[src/rtl/ps2_host_tx.sv]
// ps2_host_tx: host-to-device PS/2 command transmitter.
// It runs the request-to-send sequence (clock held low, then start bit),
// presents data, parity and stop bits on device falling edges, checks the
// device ack, and holds rx_inhibit high so the scancode receiver ignores the
// bus while a transfer is in progress.
// Optional build macro PS2_TX_RETRY_EN: a NACK restarts the frame with the
// same byte up to two times before err is reported.
//
// state     | meaning
// ----------+------------------------------------------------------------
// IDLE      | tx_ready high, waiting for tx_valid
// INHIBIT   | ps2c pulled low for the inhibit time
// RELEASE   | start bit on ps2d, ps2c released on the next cycle
// SEND      | one bit per device falling edge: 8 data, parity, stop
// ACK       | sample ps2d on the ack falling edge
// WAITIDLE  | wait for both lines high, then report done
// FAIL      | release the lines and report err
module ps2_host_tx #(
    parameter int CLK_MHZ         = 50,
    parameter int INHIBIT_US      = 100,
    parameter int TIMEOUT_US      = 15000,
    parameter int DEBOUNCE_CYCLES = 64
) (
    input  logic       coreclk,
    input  logic       rst,
    input  logic       tx_valid,
    input  logic [7:0] tx_data,
    output logic       tx_ready,
    input  logic       ps2c_in,
    input  logic       ps2d_in,
    output logic       ps2c_oe,
    output logic       ps2d_oe,
    output logic       rx_inhibit,
    output logic       done,
    output logic       err
);

    localparam logic [2:0] S_IDLE     = 3'd0;
    localparam logic [2:0] S_INHIBIT  = 3'd1;
    localparam logic [2:0] S_RELEASE  = 3'd2;
    localparam logic [2:0] S_SEND     = 3'd3;
    localparam logic [2:0] S_ACK      = 3'd4;
    localparam logic [2:0] S_WAITIDLE = 3'd5;
    localparam logic [2:0] S_FAIL     = 3'd6;

    localparam logic [19:0] INHIBIT_LOAD = 20'(INHIBIT_US * CLK_MHZ);
    localparam logic [19:0] TIMEOUT_LOAD = 20'(TIMEOUT_US * CLK_MHZ);

    localparam int DBW = $clog2(DEBOUNCE_CYCLES + 1);
    localparam logic [DBW-1:0] DB_LAST = DBW'(DEBOUNCE_CYCLES - 1);

    logic [1:0]     c_sync;
    logic [1:0]     d_sync;
    logic           c_filt;
    logic           d_filt;
    logic [DBW-1:0] c_cnt;
    logic [DBW-1:0] d_cnt;
    logic           fall;

    logic [2:0]     state;
    logic [19:0]    cnt;
    logic [3:0]     bitcnt;
    logic [9:0]     shift;
`ifdef PS2_TX_RETRY_EN
    logic [1:0]     retry;
`endif

    // Two-flop synchronizers for the raw pads; idle level is high.
    always_ff @(posedge coreclk) begin
        if (!rst) begin
            c_sync <= 2'b11;
            d_sync <= 2'b11;
        end else begin
            c_sync <= {c_sync[0], ps2c_in};
            d_sync <= {d_sync[0], ps2d_in};
        end
    end

    // Clock filter: adopt a new level after DEBOUNCE_CYCLES differing samples;
    // a 1->0 adoption produces the single-cycle fall event.
    always_ff @(posedge coreclk) begin
        if (!rst) begin
            c_filt <= 1'b1;
            c_cnt  <= '0;
            fall   <= 1'b0;
        end else begin
            fall <= 1'b0;
            if (c_sync[1] == c_filt) begin
                c_cnt <= '0;
            end else if (c_cnt == DB_LAST) begin
                c_filt <= c_sync[1];
                c_cnt  <= '0;
                fall   <= c_filt;
            end else begin
                c_cnt <= c_cnt + 1'b1;
            end
        end
    end

    // Data filter, same rule as the clock filter.
    always_ff @(posedge coreclk) begin
        if (!rst) begin
            d_filt <= 1'b1;
            d_cnt  <= '0;
        end else if (d_sync[1] == d_filt) begin
            d_cnt <= '0;
        end else if (d_cnt == DB_LAST) begin
            d_filt <= d_sync[1];
            d_cnt  <= '0;
        end else begin
            d_cnt <= d_cnt + 1'b1;
        end
    end

    // Transfer sequencer; the single down-counter times both the inhibit
    // period and the gap between device edges. A fall takes priority over
    // the counter reaching zero.
    always_ff @(posedge coreclk) begin
        if (!rst) begin
            state      <= S_IDLE;
            tx_ready   <= 1'b1;
            ps2c_oe    <= 1'b0;
            ps2d_oe    <= 1'b0;
            rx_inhibit <= 1'b0;
            done       <= 1'b0;
            err        <= 1'b0;
            cnt        <= '0;
            bitcnt     <= '0;
            shift      <= '0;
`ifdef PS2_TX_RETRY_EN
            retry      <= '0;
`endif
        end else begin
            done <= 1'b0;
            err  <= 1'b0;
            case (state)
                S_IDLE: begin
                    if (tx_valid && tx_ready) begin
                        shift      <= {1'b1, ~^tx_data, tx_data};
                        ps2c_oe    <= 1'b1;
                        rx_inhibit <= 1'b1;
                        tx_ready   <= 1'b0;
                        cnt        <= INHIBIT_LOAD;
`ifdef PS2_TX_RETRY_EN
                        retry      <= '0;
`endif
                        state      <= S_INHIBIT;
                    end
                end
                S_INHIBIT: begin
                    if (cnt == '0) begin
                        ps2d_oe <= 1'b1;
                        state   <= S_RELEASE;
                    end else begin
                        cnt <= cnt - 1'b1;
                    end
                end
                S_RELEASE: begin
                    ps2c_oe <= 1'b0;
                    cnt     <= TIMEOUT_LOAD;
                    bitcnt  <= '0;
                    state   <= S_SEND;
                end
                S_SEND: begin
                    if (fall) begin
                        ps2d_oe <= ~shift[bitcnt];
                        bitcnt  <= bitcnt + 1'b1;
                        cnt     <= TIMEOUT_LOAD;
                        if (bitcnt == 4'd9) begin
                            state <= S_ACK;
                        end
                    end else if (cnt == '0) begin
                        state <= S_FAIL;
                    end else begin
                        cnt <= cnt - 1'b1;
                    end
                end
                S_ACK: begin
                    if (fall) begin
                        if (!d_filt) begin
                            cnt   <= TIMEOUT_LOAD;
                            state <= S_WAITIDLE;
                        end else begin
`ifdef PS2_TX_RETRY_EN
                            if (retry != 2'd2) begin
                                retry   <= retry + 1'b1;
                                ps2c_oe <= 1'b1;
                                ps2d_oe <= 1'b0;
                                cnt     <= INHIBIT_LOAD;
                                state   <= S_INHIBIT;
                            end else begin
                                state <= S_FAIL;
                            end
`else
                            state <= S_FAIL;
`endif
                        end
                    end else if (cnt == '0) begin
                        state <= S_FAIL;
                    end else begin
                        cnt <= cnt - 1'b1;
                    end
                end
                S_WAITIDLE: begin
                    if (c_filt && d_filt) begin
                        done       <= 1'b1;
                        rx_inhibit <= 1'b0;
                        tx_ready   <= 1'b1;
                        state      <= S_IDLE;
                    end else if (fall) begin
                        cnt <= TIMEOUT_LOAD;
                    end else if (cnt == '0) begin
                        state <= S_FAIL;
                    end else begin
                        cnt <= cnt - 1'b1;
                    end
                end
                S_FAIL: begin
                    ps2c_oe    <= 1'b0;
                    ps2d_oe    <= 1'b0;
                    err        <= 1'b1;
                    rx_inhibit <= 1'b0;
                    tx_ready   <= 1'b1;
                    state      <= S_IDLE;
                end
                default: begin
                    state <= S_IDLE;
                end
            endcase
        end
    end

endmodule

[config.mk]
export PLATFORM = sky130hd
export DESIGN_NAME = ps2_host_tx
export DESIGN_NICKNAME = d
export VERILOG_FILES = /design/src/rtl/ps2_host_tx.sv
export SDC_FILE = /design/constraint.sdc
export NUM_CORES = 1
export LEC_CHECK = 0
export CORE_AREA = 5 5 102 94
export CTS_CLUSTER_SIZE = 20
export DETAILED_ROUTE_END_ITERATION = 10
export DIE_AREA = 0 0 107 99
export GPL_ROUTABILITY_DRIVEN = 0
export SLEW_MARGIN = 20
export SYNTH_ARGS = -nofsm -noshare
export SYNTH_HDL_FRONTEND = slang
export SYNTH_SLANG_ARGS = --single-unit
[constraint.sdc]
create_clock -name coreclk -period 7.16 [get_ports coreclk]
set_input_delay 1.432 -clock coreclk [delete_from_list [all_inputs] [get_ports coreclk]]
set_output_delay 1.432 -clock coreclk [all_outputs]
set_load 0.02 [all_outputs]
==> out/results.txt <==
Hold WS - 0.4202 ns
CTS resizes - 0
HPWL after DPL - 5069 um
Critical Path RT - 7.38 ns
Hold path cells - 1
N_diodes - 0
WL/cell - 14.26 um
First-pass GRT wire length - 12590 um
CP max FO - 22
Share of cells above drive strength 1 - 0.08717
Fin cells - 515
Crit end category - flip-flop
Dpl cells - 499
Max_cap viols - 0
Drt first pass iters - 4
Number of flops mapped to enable cells by yosys - 0
PortBufs - 18
CTS tree - yes
Setup Fix Bufs, Post-CTS - 0
Startpoint types - input port
CTS sink count - 64
Share of Yosys cell area claimed by the top area cell type - 0.3938
Power per Cell Area - 322.1 nW/um^2
Setup TNS - 0 ns
Final worst setup slack - 4.004 ns
R2R cell count - 6
Die Y - 99 um
Clk root buf - clkbuf_8
Die area - 10590 um^2
Synth warnings - 0
Power Total - 1.195 mW
Final hold vios - 0
Leakage - 1.346 nW
Syn_nets - 414
FF/Latch Area - 1281 um^2
Fin util - 0.4411
Clk_skew - 0.01031 ns
Mapped Cells - 395
Final worst-path cycle share - 0.4408
Mean Syn Cell Area - 8.236 um^2
Final Max Slew Viols - 0
Drt drc - 0
Num CTS Buffers - 9
Fin area - 3709 um^2
Unrepaired setup endpoints after global routing - no
Mapped Area - 3253 um^2
DP Area - 3511 um^2
Final setup fails - 0
Initial antenna violation count - 0
Vias in the first global route - 2724
Synth area leaders - dfxtp_1 39%, nor2_1 7.4%, xnor2_1 4.8%
Clk_lat worst skew - 0.34 ns
Starting Density - 0.3869
FF+latch count, synth - 64
Antenna Nets Post-Route - 0
Minimum clock period - 3.156 ns
Total Wirelength - 7344 um
Core Footprint - 8408 um^2
Post-synth ARST share - 0
Largest net degree at the start of global routing - 25
Htree depth - 3
Vias - 2822
Row count - 32
Outcome - complete, no violations
Hold Path Class - reg -> reg
Die W - 107 um
Clock Tree Buf Depth - 2
Slew @ Worst Pin - 0.8499 ns
Register area share after synthesis - 0.3938
Reg clk slew, reported paths - 0.07 ns
Post-CTS Hold Fix Bufs - 0
Area growth, synth to finish - 14.00%
Worst EP arrival - 3.37 ns
Overall Global Routing Usage - 0.1450
Netlist cell types - 53
Slew margin rel. - 0.4303
WS Path Type - in -> reg
Initial DRC Count - 179
VDD IR-drop max - 0.1559 mV
Gr ovfl total - 0
Leading area contributor after synthesis - dfxtp_1
I/O pins - 19
DP Worst Slack - 3.633 ns
Post-layout nets - 427
Top FF cell, synth - dfxtp_1
Vias/cell - 5.480
Multi-input gate area - 1858 um^2
Fmax - 316.8 MHz
Fill cells - 862
cell usage after synthesis, types with 7 or more instances:
| cell type | number |
|---|---|
| xor2_1 | 7 |
| clkbuf_1 | 15 |
| a21oi_1 | 21 |
| nor2_1 | 64 |
| nor4_1 | 11 |
| nand3_1 | 13 |
| nand2_1 | 29 |
| inv_1 | 11 |
| mux2i_1 | 12 |
| o21ai_0 | 20 |
| nand2b_1 | 8 |
| xnor2_1 | 18 |
| nor3_1 | 9 |
| dfxtp_1 | 64 |
worst max-delay path, stage by stage:
cell	delay, ns
clkdlybuf4s50_1	0.45
nand2_1	0.12
a21oi_1	0.20
nor2_1	0.06
buf_4	0.21
o21ai_0	0.27
nor2_1	0.10
or4_1	0.52
metal layers:
layer	up-vias	routed length, um	share of wire	track usage
met5	-	0	0	0
met4	0	87	0.012	0.05801
met3	7	371	0.051	0.04257
met2	69	3263	0.44	0.2120
met1	1327	3622	0.49	0.1998
li1	1419	-	-	-
power breakdown:
group,leakage (nW),internal [mW],switching [mW],total (mW)
Clock,0.0993,0.170,0.142,0.312
Sequential,0.522,0.401,0.0537,0.455
Combinational,0.724,0.173,0.255,0.428
final timing paths:
| kind | end | start | slack [ns] |
|---|---|---|---|
| worst max-delay path | cnt[14]$_SDFFE_PN0P_ | tx_valid | 4.00 |
| worst min-delay path | c_sync[1]$_SDFF_PN1_ | c_sync[0]$_SDFF_PN1_ | 0.42 |
| worst max register to register | cnt[5]$_SDFFE_PN0P_ | cnt[12]$_SDFFE_PN0P_ | 4.29 |
| worst min register to register | c_sync[1]$_SDFF_PN1_ | c_sync[0]$_SDFF_PN1_ | 0.42 |
cell families after synthesis:
family                   count (synthesis)  synth area share
buffers and inverters                   30           0.03692
XOR/XNOR                                25           0.06731
multiplexers                            16           0.05769
AND/OR/NAND/NOR                        177            0.2769
flip-flops                              64            0.3938
AO/OA/AOI/OAI                           77            0.1442
adder cells (fa/ha/maj)                  6           0.02308
cell usage in the layout (no fill, tap or decap), types with 3 or more instances in the layout:
cell,instances
a31oi_1,6
ha_1,6
or2_2,5
o22ai_1,3
nand3_1,13
or3_1,5
nor3_1,9
clkdlybuf4s50_1,18
and3_1,5
o211ai_1,3
nor2_1,64
dfxtp_1,64
nor4_1,10
or4_1,4
xnor2_1,18
mux2i_1,12
nor3b_1,4
clkbuf_8,10
nand2b_1,8
buf_4,3
a211oi_1,3
a21oi_1,21
inv_1,11
nand2_1,29
nor2b_1,3
o21ai_0,20
xor2_1,7
o21ai_1,5
area by class of cell:
class | instances | share of cell area
Multi-Input combinational cell | 301 | 0.5010
Sequential cell | 64 | 0.3455
Inverter | 11 | 0.01113
Clock inverter | 5 | 0.01518
Tap cell | 102 | 0.03441
Clock buffer | 11 | 0.03812
Timing Repair Buffer | 21 | 0.05466
registers in the layout, summed over array words and instances (netlist names):
signal and count:
cnt 20, shift 10, c_cnt 7, d_cnt 7, bitcnt 4, state 3
c_sync 2, d_sync 2, c_filt 1, d_filt 1, done 1, err 1
fall 1, ps2c_oe 1, ps2d_oe 1, rx_inhibit 1, tx_ready 1
No activity file was read; power rests on OpenSTA's default activity.
